<file path="src/rtl/move_input_ctrl.sv">
// Button/tilt input conditioning for the vga top: synchronise, debounce, pick a source,
// cancel opposing directions and hold the result constant for a whole frame.
//
// state     | meaning
// ----------+-----------------------------------------------------------
// ST_BTN    | source is the debounced push buttons
// ST_TILT   | source is the tilt comparators
// ST_SWITCH | source forced to zero until the next vs_fall picks a side
module move_input_ctrl #(
    parameter int DEBOUNCE_CYCLES = 1000000,
    parameter int DEAD_ZONE       = 4
) (
    input  logic        CLK100MHZ,
    input  logic        CPU_RESETN,
    input  logic        BTNU,
    input  logic        BTND,
    input  logic        BTNL,
    input  logic        BTNR,
    input  logic        tilt_en,
    input  logic [14:0] movementData,
    input  logic        VGA_VS,
    output logic        up,
    output logic        down,
    output logic        left,
    output logic        right,
    output logic        src_tilt
);

    localparam int              CNT_W    = (DEBOUNCE_CYCLES > 1) ? $clog2(DEBOUNCE_CYCLES) : 1;
    localparam logic [CNT_W-1:0] CNT_LAST = CNT_W'(DEBOUNCE_CYCLES - 1);

    typedef enum logic [1:0] {
        ST_BTN    = 2'd0,
        ST_TILT   = 2'd1,
        ST_SWITCH = 2'd2
    } state_t;

    // Direction vectors are ordered {up, down, left, right} throughout.
    logic [3:0]       btn_raw;
    logic [3:0]       btn_s1;
    logic [3:0]       btn_s2;
    logic             te_s1;
    logic             te_s2;
    logic             vs_s1;
    logic             vs_s2;
    logic             vs_d;
    logic             vs_fall;

    logic [CNT_W-1:0] db_cnt [4];
    logic [3:0]       btn_stable;

    logic signed [4:0] tilt_x;
    logic signed [4:0] tilt_y;
    logic             tilt_up;
    logic             tilt_down;
    logic             tilt_left;
    logic             tilt_right;
    logic             unused_md;

    state_t           state;
    state_t           state_nxt;
    logic [3:0]       req;
    logic [3:0]       req_c;

    assign btn_raw   = {BTNU, BTND, BTNL, BTNR};
    assign unused_md = ^movementData[13:10];

    always_ff @(posedge CLK100MHZ or negedge CPU_RESETN) begin
        if (!CPU_RESETN) begin
            btn_s1  <= '0;
            btn_s2  <= '0;
            te_s1   <= 1'b0;
            te_s2   <= 1'b0;
            vs_s1   <= 1'b1;
            vs_s2   <= 1'b1;
            vs_d    <= 1'b1;
            vs_fall <= 1'b0;
        end else begin
            btn_s1  <= btn_raw;
            btn_s2  <= btn_s1;
            te_s1   <= tilt_en;
            te_s2   <= te_s1;
            vs_s1   <= VGA_VS;
            vs_s2   <= vs_s1;
            vs_d    <= vs_s2;
            vs_fall <= vs_d & ~vs_s2;
        end
    end

    // Any sample that matches the accepted level restarts the count, so bounce never accumulates.
    always_ff @(posedge CLK100MHZ or negedge CPU_RESETN) begin
        if (!CPU_RESETN) begin
            for (int i = 0; i < 4; i++) begin
                db_cnt[i] <= '0;
            end
            btn_stable <= '0;
        end else begin
            for (int i = 0; i < 4; i++) begin
                if (btn_s2[i] != btn_stable[i]) begin
                    if (db_cnt[i] == CNT_LAST) begin
                        btn_stable[i] <= btn_s2[i];
                        db_cnt[i]     <= '0;
                    end else begin
                        db_cnt[i] <= db_cnt[i] + CNT_W'(1);
                    end
                end else begin
                    db_cnt[i] <= '0;
                end
            end
        end
    end

    // movementData is already in this clock domain, so it is captured without a synchroniser.
    always_ff @(posedge CLK100MHZ or negedge CPU_RESETN) begin
        if (!CPU_RESETN) begin
            tilt_x <= '0;
            tilt_y <= '0;
        end else if (movementData[14]) begin
            tilt_x <= $signed(movementData[9:5]);
            tilt_y <= $signed(movementData[4:0]);
        end
    end

    assign tilt_left  = (int'(tilt_x) <= -DEAD_ZONE);
    assign tilt_right = (int'(tilt_x) >=  DEAD_ZONE);
    assign tilt_up    = (int'(tilt_y) <= -DEAD_ZONE);
    assign tilt_down  = (int'(tilt_y) >=  DEAD_ZONE);

    always_ff @(posedge CLK100MHZ or negedge CPU_RESETN) begin
        if (!CPU_RESETN) begin
            state <= ST_BTN;
        end else begin
            state <= state_nxt;
        end
    end

    always_comb begin
        state_nxt = state;
        req       = '0;
        case (state)
            ST_BTN: begin
                req = btn_stable;
                if (te_s2) begin
                    state_nxt = ST_SWITCH;
                end
            end
            ST_TILT: begin
                req = {tilt_up, tilt_down, tilt_left, tilt_right};
                if (!te_s2) begin
                    state_nxt = ST_SWITCH;
                end
            end
            ST_SWITCH: begin
                if (vs_fall) begin
                    state_nxt = te_s2 ? ST_TILT : ST_BTN;
                end
            end
            default: begin
                state_nxt = ST_BTN;
            end
        endcase
    end

    assign req_c = {req[3] & ~req[2], req[2] & ~req[3], req[1] & ~req[0], req[0] & ~req[1]};

    // src_tilt is loaded with the outputs so it always names the source they came from.
    always_ff @(posedge CLK100MHZ or negedge CPU_RESETN) begin
        if (!CPU_RESETN) begin
            up       <= 1'b0;
            down     <= 1'b0;
            left     <= 1'b0;
            right    <= 1'b0;
            src_tilt <= 1'b0;
        end else if (vs_fall) begin
            {up, down, left, right} <= req_c;
            src_tilt                <= (state == ST_TILT);
        end
    end

endmodule

</file>
<file path="config.mk">
export PLATFORM = sky130hd
export DESIGN_NAME = move_input_ctrl
export DESIGN_NICKNAME = d
export VERILOG_FILES = /design/src/rtl/move_input_ctrl.sv
export SDC_FILE = /design/constraint.sdc
export NUM_CORES = 1
export LEC_CHECK = 0
export ABC_AREA = 1
export CAP_MARGIN = 30
export CORE_MARGIN = 2
export CORE_UTILIZATION = 33
export CTS_CLUSTER_DIAMETER = 40
export DETAILED_ROUTE_END_ITERATION = 10
export GPL_TIMING_DRIVEN = 1
export SYNTH_ARGS = -nofsm -noshare
export SYNTH_HDL_FRONTEND = slang
export SYNTH_SLANG_ARGS = --single-unit
</file>
<file path="constraint.sdc">
create_clock -name CLK100MHZ -period 2.02 [get_ports CLK100MHZ]
set_clock_uncertainty 0.05 [all_clocks]
set_input_delay 0.202 -clock CLK100MHZ [delete_from_list [all_inputs] [get_ports CLK100MHZ]]
set_output_delay 0.202 -clock CLK100MHZ [all_outputs]
set_load 0.05 [all_outputs]
</file>
==> summary.md, run 1 <==
Pwr
* **power consumption** 5.98 mW
* **pwr/cell area** 850 nW/um^2
* **worst IR drop on VDD** 0.511 mV
* **Static Leak** 3.02 nW

Setup path
* **Critical Path End Type** primary output
* **flop2flop setup slack** 0.45 ns
* **critical path, cell by cell** clkdlybuf4s50_1
* **critical path startpoint category** flip-flop
* **standard cell with the maximum stage delay on the critical path** sky130_fd_sc_hd__clkdlybuf4s50_1
* **path depth of the worst reg2reg path** 8
* **cell count along the critical path** 1
* **CP top delay family** buffers and inverters
* **CP Max Fanout** 2
* **arrival time at the worst endpoint** 1.64 ns
* **number of buffer and inverter instances along the worst setup path** 1
* **CP Data Required Time** 1.77 ns
* **Setup Crit Path Kind** reg2out
* **end of the worst register-to-register path** db_cnt[19]
* **Crit Reg-Reg Startpoint** db_cnt[0]
* **Worst path max stage delay** 0.82 ns

Timing
* **setup repair after global routing missed its margin** false
* **worst slew pin tran** 0.493 ns
* **clock period minus worst slack** 1.89 ns
* **max_slew headroom** 0.670
* **Tcrit/Tclk final** 0.937
* **Sum Neg Setup Slack** 0 ns
* **top achievable clock speed** 528 MHz
* **hold_ws** 0.136 ns
* **hold violation count in the final report** 0
* **setup violation total in the final timing report** 0
* **crit path setup slack, layout** 0.127 ns
* **max-slew violations** 0

Clock network
* **clock buffer count from CTS** 17
* **worst-skew pair later-pin latency** 0.42 ns
* **Max Root-Sink Buffers** 2
* **clock root buffer** sky130_fd_sc_hd__clkbuf_16
* **Post-CTS Setup Repair Bufs** 0
* **H-tree depth reported by CTS** 4
* **CTS tree** done
* **clock sink count** 115
* **Clk pin slew, worst setup/hold paths** 0.05 ns

Detailed routing
* **drt first-iter violations** 246
* **number of vias per cell** 4.45
* **number of vias in the routed layout** 4403
* **Antenna Violating Nets Remaining** 0
* **iteration count of the initial detailed-routing pass** 4
* **post-DR wirelength/cell** 11.3 um
* **total length of routed wires** 11200 um
* **DRC violation count after routing** 0

Layout
* **most used cells in the layout excluding fill and tap cells** sky130_fd_sc_hd__nor2_1 (155), sky130_fd_sc_hd__nand2_1 (144), sky130_fd_sc_hd__dfrtp_1 (112)
* **final-stage net count** 779
* **Post-Layout Inst Area** 7040 um^2
* **number of cells in the finished layout apart from fillers** 990
* **ratio of cells with drive above 1 in the final layout** 0.136
* **final core utilization** 0.407
* **most frequent standard cell in the layout excluding fill and tap cells** sky130_fd_sc_hd__nor2_1
* **Area Growth Syn to Fin** 20.9%
* **number of diodes** 0

Synthesis
* **synthesized net count** 734
* **share of flip-flops with an asynchronous set or reset** 1.00
* **Distinct cells, synth** 31
* **Post-Synthesis Cells** 707
* **share of the yosys chip area belonging to registers** 0.495
* **Mapped Avg Cell Area** 8.24 um^2
* **number of warnings reported in the yosys synthesis log** 0
* **count of flip-flops with a built-in enable after synthesis** 0
* **flops & latches, synth** 115
* **post-synthesis instance area** 5820 um^2
* **most common flop cell mapped by yosys** sky130_fd_sc_hd__dfrtp_1

Placed design
* **HPWL after detailed placement** 8170 um
* **GP Congestion** 0.844
* **dpl ws** 0.447 ns
* **placed cell areas** 6380 um^2
* **# placed instances** 957
* **# port buffers** 23

Floorplan
* **top-level I/O count** 28
* **initial standard-cell utilization of the core** 0.337
* **die area** 18700 um^2
* **Die Span X** 137 um
* **core area** 17300 um^2
* **FP Rows** 48
* **Die Span Y** 137 um

Worst hold path
* **terminating pin of the worst hold path** vs_s1
* **hold crit path type** in2reg
* **Hold Startpoint** VGA_VS
* **worst hold path cell count** 1

Global route
* **combined global-route utilization of all metal layers** 0.134
* **aggregate global routing overflow** 0
* **number of antenna violations at the first check in global routing** 0
* **vias in the first global route** 4218
* **global-route wire length before repair** 19700 um
* **largest net degree at the start of global routing** 37

Run
* **Max Cap Violations** 0

Status
* **outcome** completed

## worst max-delay path by stage
stage | startpoint | to
2_1_floorplan | db_cnt[0] | db_cnt[19]
3_3_place_gp | db_cnt[0] | db_cnt[19]
3_5_place_dp | db_cnt[0] | db_cnt[19]
4_1_cts | right | right
5_1_grt | right | right
6_report | right | right
## repair_timing
item                                   CTS  global route
endpoints found under the hold margin   31             0
hold buffers                             1             0
resized for setup                        0             0
setup endpoints to repair                0             0
## kinds of logic after synthesis
logic type                 count (synthesis)  synth area share
AOI/OAI and AO/OA                         41            0.0374
xor gates and xnor gates                  41            0.0629
adders and majority gates                  4           0.00859
buffers and inverters                     82            0.0533
DFF                                      115             0.495
and+or+nand+nor                          424             0.343
## report_power, final
part | internal [mW] | switching, mW | total, mW
Sequential | 2.37 | 0.0446 | 2.42
Clock | 2.22 | 1.08 | 3.30
Combinational | 0.0980 | 0.171 | 0.269
Total | 4.69 | 1.30 | 5.98
## state kept, by name, indices dropped and copies added (netlist names), 2 cells and up
| name | flops |
|---|---|
| btn_s2 | 4 |
| btn_stable | 4 |
| db_cnt | 80 |
| btn_s1 | 4 |
| tilt_y | 5 |
| tilt_x | 5 |
| state | 2 |
## area by class of cell
class                      count  area (um^2)
clock buffer                  19          443
clock inverter                13          206
fill                        1745        10300
inverter                      80          303
multi-input combinational    510         2630
sequential                   115         2880
tap                          225          282
timing repair buffer          28          293
## layer usage
layer / vias up / global-route usage / share of wire
met4: 0 / 0.0619 / 0.020
met1: 2038 / 0.178 / 0.49
li1: 2301 / - / -
met3: 15 / 0.0352 / 0.026
met2: 49 / 0.206 / 0.46
met5: - / 0 / 0
## synthesized netlist by cell type, drive strengths merged, types with 3 or more instances
| cell type | instances | area [um^2] |
|---|---|---|
| nor2 | 180 | 803 |
| nand2 | 161 | 672 |
| dfrtp | 112 | 2800 |
| inv | 80 | 303 |
| nand3 | 52 | 315 |
| xor2 | 32 | 288 |
| o21ai | 18 | 90.1 |
| a21oi | 17 | 85.1 |
| nor3 | 12 | 75.1 |
| nand4 | 9 | 56.3 |
| xnor2 | 9 | 78.8 |
| nor3b | 5 | 37.5 |
| ha | 4 | 50.1 |
| dfstp | 3 | 78.8 |
| nand3b | 3 | 26.3 |
Note: power is estimated with default switching activity, not from simulation.
==> run 2: changes to the inputs <==
SKIP_LAST_GASP = 1   (was unset)
==> results of run 2 <==
The final DEF is identical to that of run 1; final timing and power are the same.
==> run 3: changes to the inputs <==
CORE_MARGIN = unset   (was 2)
CORE_UTILIZATION = 45   (was 33)
==> run 3 against run 2 <==
- via count increased by 2.3%
- utilization increased by 15 points
- global-route usage increased by 5.6 points
- hold slack improved by 0.0059 ns
- non-clock buffer count decreased by 1
- maximum frequency increased by 1.1%
- critical path depth unchanged
- power decreased by 0.16%
- final cell count decreased by 5.5%
- combinational power about the same
- clock power about the same
- first-iteration DRC count decreased by 8.1%
- critical endpoint is now left
- highest routed layer unchanged
==> summary.md, run 3 (synthesis gave the netlist of run 1 again) <==
Setup path
* **standard cell with the maximum stage delay on the critical path** sky130_fd_sc_hd__clkdlybuf4s50_1
* **CP Max Fanout** 2
* **CP top delay family** buffers and inverters
* **arrival time at the worst endpoint** 1.62 ns
* **CP Data Required Time** 1.77 ns
* **Worst path max stage delay** 0.83 ns
* **path depth of the worst reg2reg path** 8
* **flop2flop setup slack** 0.42 ns
* **end of the worst register-to-register path** db_cnt[39]
* **critical path, cell by cell** clkdlybuf4s50_1
* **Setup Crit Path Kind** reg2out
* **Crit Reg-Reg Startpoint** db_cnt[20]
* **Critical Path End Type** primary output
* **number of buffer and inverter instances along the worst setup path** 1
* **critical path startpoint category** flip-flop

Clock network
* **CTS tree** done
* **Clk pin slew, worst setup/hold paths** 0.05 ns
* **Post-CTS Setup Repair Bufs** 0
* **clock root buffer** sky130_fd_sc_hd__clkbuf_16
* **Max Root-Sink Buffers** 2
* **clock buffer count from CTS** 17
* **H-tree depth reported by CTS** 4
* **clock sink count** 115
* **worst-skew pair later-pin latency** 0.42 ns

Layout
* **Reg with most FFs** db_cnt
* **Area Growth Syn to Fin** 19.7%
* **final-stage net count** 778
* **fill cell instance count of the final layout** 1222
* **registers with the highest flip-flop counts** db_cnt: 80 flops, tilt_x: 5 flops, tilt_y: 5 flops
* **number of cells in the finished layout apart from fillers** 936
* **most used cells in the layout excluding fill and tap cells** sky130_fd_sc_hd__nor2_1 (155), sky130_fd_sc_hd__nand2_1 (144), sky130_fd_sc_hd__dfrtp_1 (112)
* **number of diodes** 0
* **ratio of cells with drive above 1 in the final layout** 0.136
* **most frequent standard cell in the layout excluding fill and tap cells** sky130_fd_sc_hd__nor2_1
* **max FFs per register** 80

Worst hold path
* **Hold Startpoint** VGA_VS
* **worst hold path cell count** 1
* **terminating pin of the worst hold path** vs_s1
* **hold crit path type** in2reg

Timing
* **setup repair after global routing missed its margin** false
* **Tcrit/Tclk final** 0.927
* **max-slew violations** 0
* **clock period minus worst slack** 1.87 ns
* **top achievable clock speed** 534 MHz
* **Sum Neg Setup Slack** 0 ns
* **max_slew headroom** 0.608
* **worst slew pin tran** 0.586 ns
* **setup violation total in the final timing report** 0
* **hold violation count in the final report** 0

Detailed routing
* **total length of routed wires** 11300 um
* **Antenna Violating Nets Remaining** 0
* **post-DR wirelength/cell** 12.0 um
* **DRC violation count after routing** 0
* **number of vias per cell** 4.81
* **number of vias in the routed layout** 4503
* **drt first-iter violations** 226
* **iteration count of the initial detailed-routing pass** 5

Global route
* **largest net degree at the start of global routing** 41
* **aggregate global routing overflow** 0
* **combined global-route utilization of all metal layers** 0.191
* **vias in the first global route** 4222
* **number of antenna violations at the first check in global routing** 0
* **global-route wire length before repair** 19400 um

Placed design
* **# placed instances** 903
* **# port buffers** 23
* **HPWL after detailed placement** 8230 um
* **GP Congestion** 0.894

Floorplan
* **FP Rows** 41
* **top-level I/O count** 28
* **die area** 13400 um^2
* **core area** 12600 um^2
* **initial standard-cell utilization of the core** 0.462
* **Die Span X** 116 um
* **Die Span Y** 116 um

Status
* **outcome** completed

Pwr
* **power consumption** 5.97 mW
* **worst IR drop on VDD** 0.602 mV
* **pwr/cell area** 857 nW/um^2
* **Static Leak** 3.04 nW

Run
* **Max Cap Violations** 0

==> run 3: changes by cell type in the layout (fill, tap and decap cells not counted), sizes merged <==
cell,delta
buf,-1
bufinv,-1
clkinv,+2
clkinvlp,-4
clkbuf,+4
inv,-1
==> run 3: metal layers <==
layer | up-vias | routed length (um) | GRT usage
met5 | - | 0 | 0
met4 | 0 | 233 | 0.103
met3 | 15 | 332 | 0.0439
met2 | 57 | 5220 | 0.296
met1 | 2127 | 5460 | 0.249
li1 | 2304 | - | -
==> run 3: how the worst max path moves through the flow <==
stage,start,endpoint,slack [ns],cells past startpoint
finish,left,left,0.15,1
global route,left,left,0.1,1
CTS,right,right,0.12,1
detailed placement,db_cnt[20],db_cnt[39],0.42,8
global placement,db_cnt[40],db_cnt[49],0.47,8
floorplan,db_cnt[0],db_cnt[19],0.62,8
==> run 3: layout make-up <==
class / instances / area, um^2 / area share
clock inverters: 9 / 148 / 0.0212
flip-flops and latches: 115 / 2880 / 0.413
clock buffers: 23 / 508 / 0.0729
repair buffers: 27 / 285 / 0.0409
inverters: 80 / 303 / 0.0434
multi-input cells: 510 / 2630 / 0.378
well taps: 172 / 215 / 0.0309
==> run 3: power by group <==
| part | internal [mW] | total, mW | switching, mW |
|---|---|---|---|
| registers | 2.37 | 2.42 | 0.0466 |
| logic | 0.0972 | 0.270 | 0.173 |
| clock network | 2.25 | 3.28 | 1.03 |
==> run 3: repair_timing <==
| item | 4_1_cts | 5_1_grt |
|---|---|---|
| gates resized for setup | 0 | 0 |
| endpoints found under the hold margin | 37 | 0 |
| hold buffers | 1 | 0 |
==> run 3: per-stage QoR <==
step / setup WS (ns) / hold slack, ns / instance area (um^2) / utilization
6_report: 0.147 / 0.142 / 6970 / 0.553
5_1_grt: 0.0995 / 0.140 / 6970 / 0.553
4_1_cts: 0.123 / 0.125 / 6970 / 0.553
3_5_place_dp: 0.418 / 0.189 / 6310 / 0.500
3_3_place_gp: 0.465 / 0.187 / 6310 / 0.500
2_1_floorplan: 0.623 / -0.144 / 5820 / -
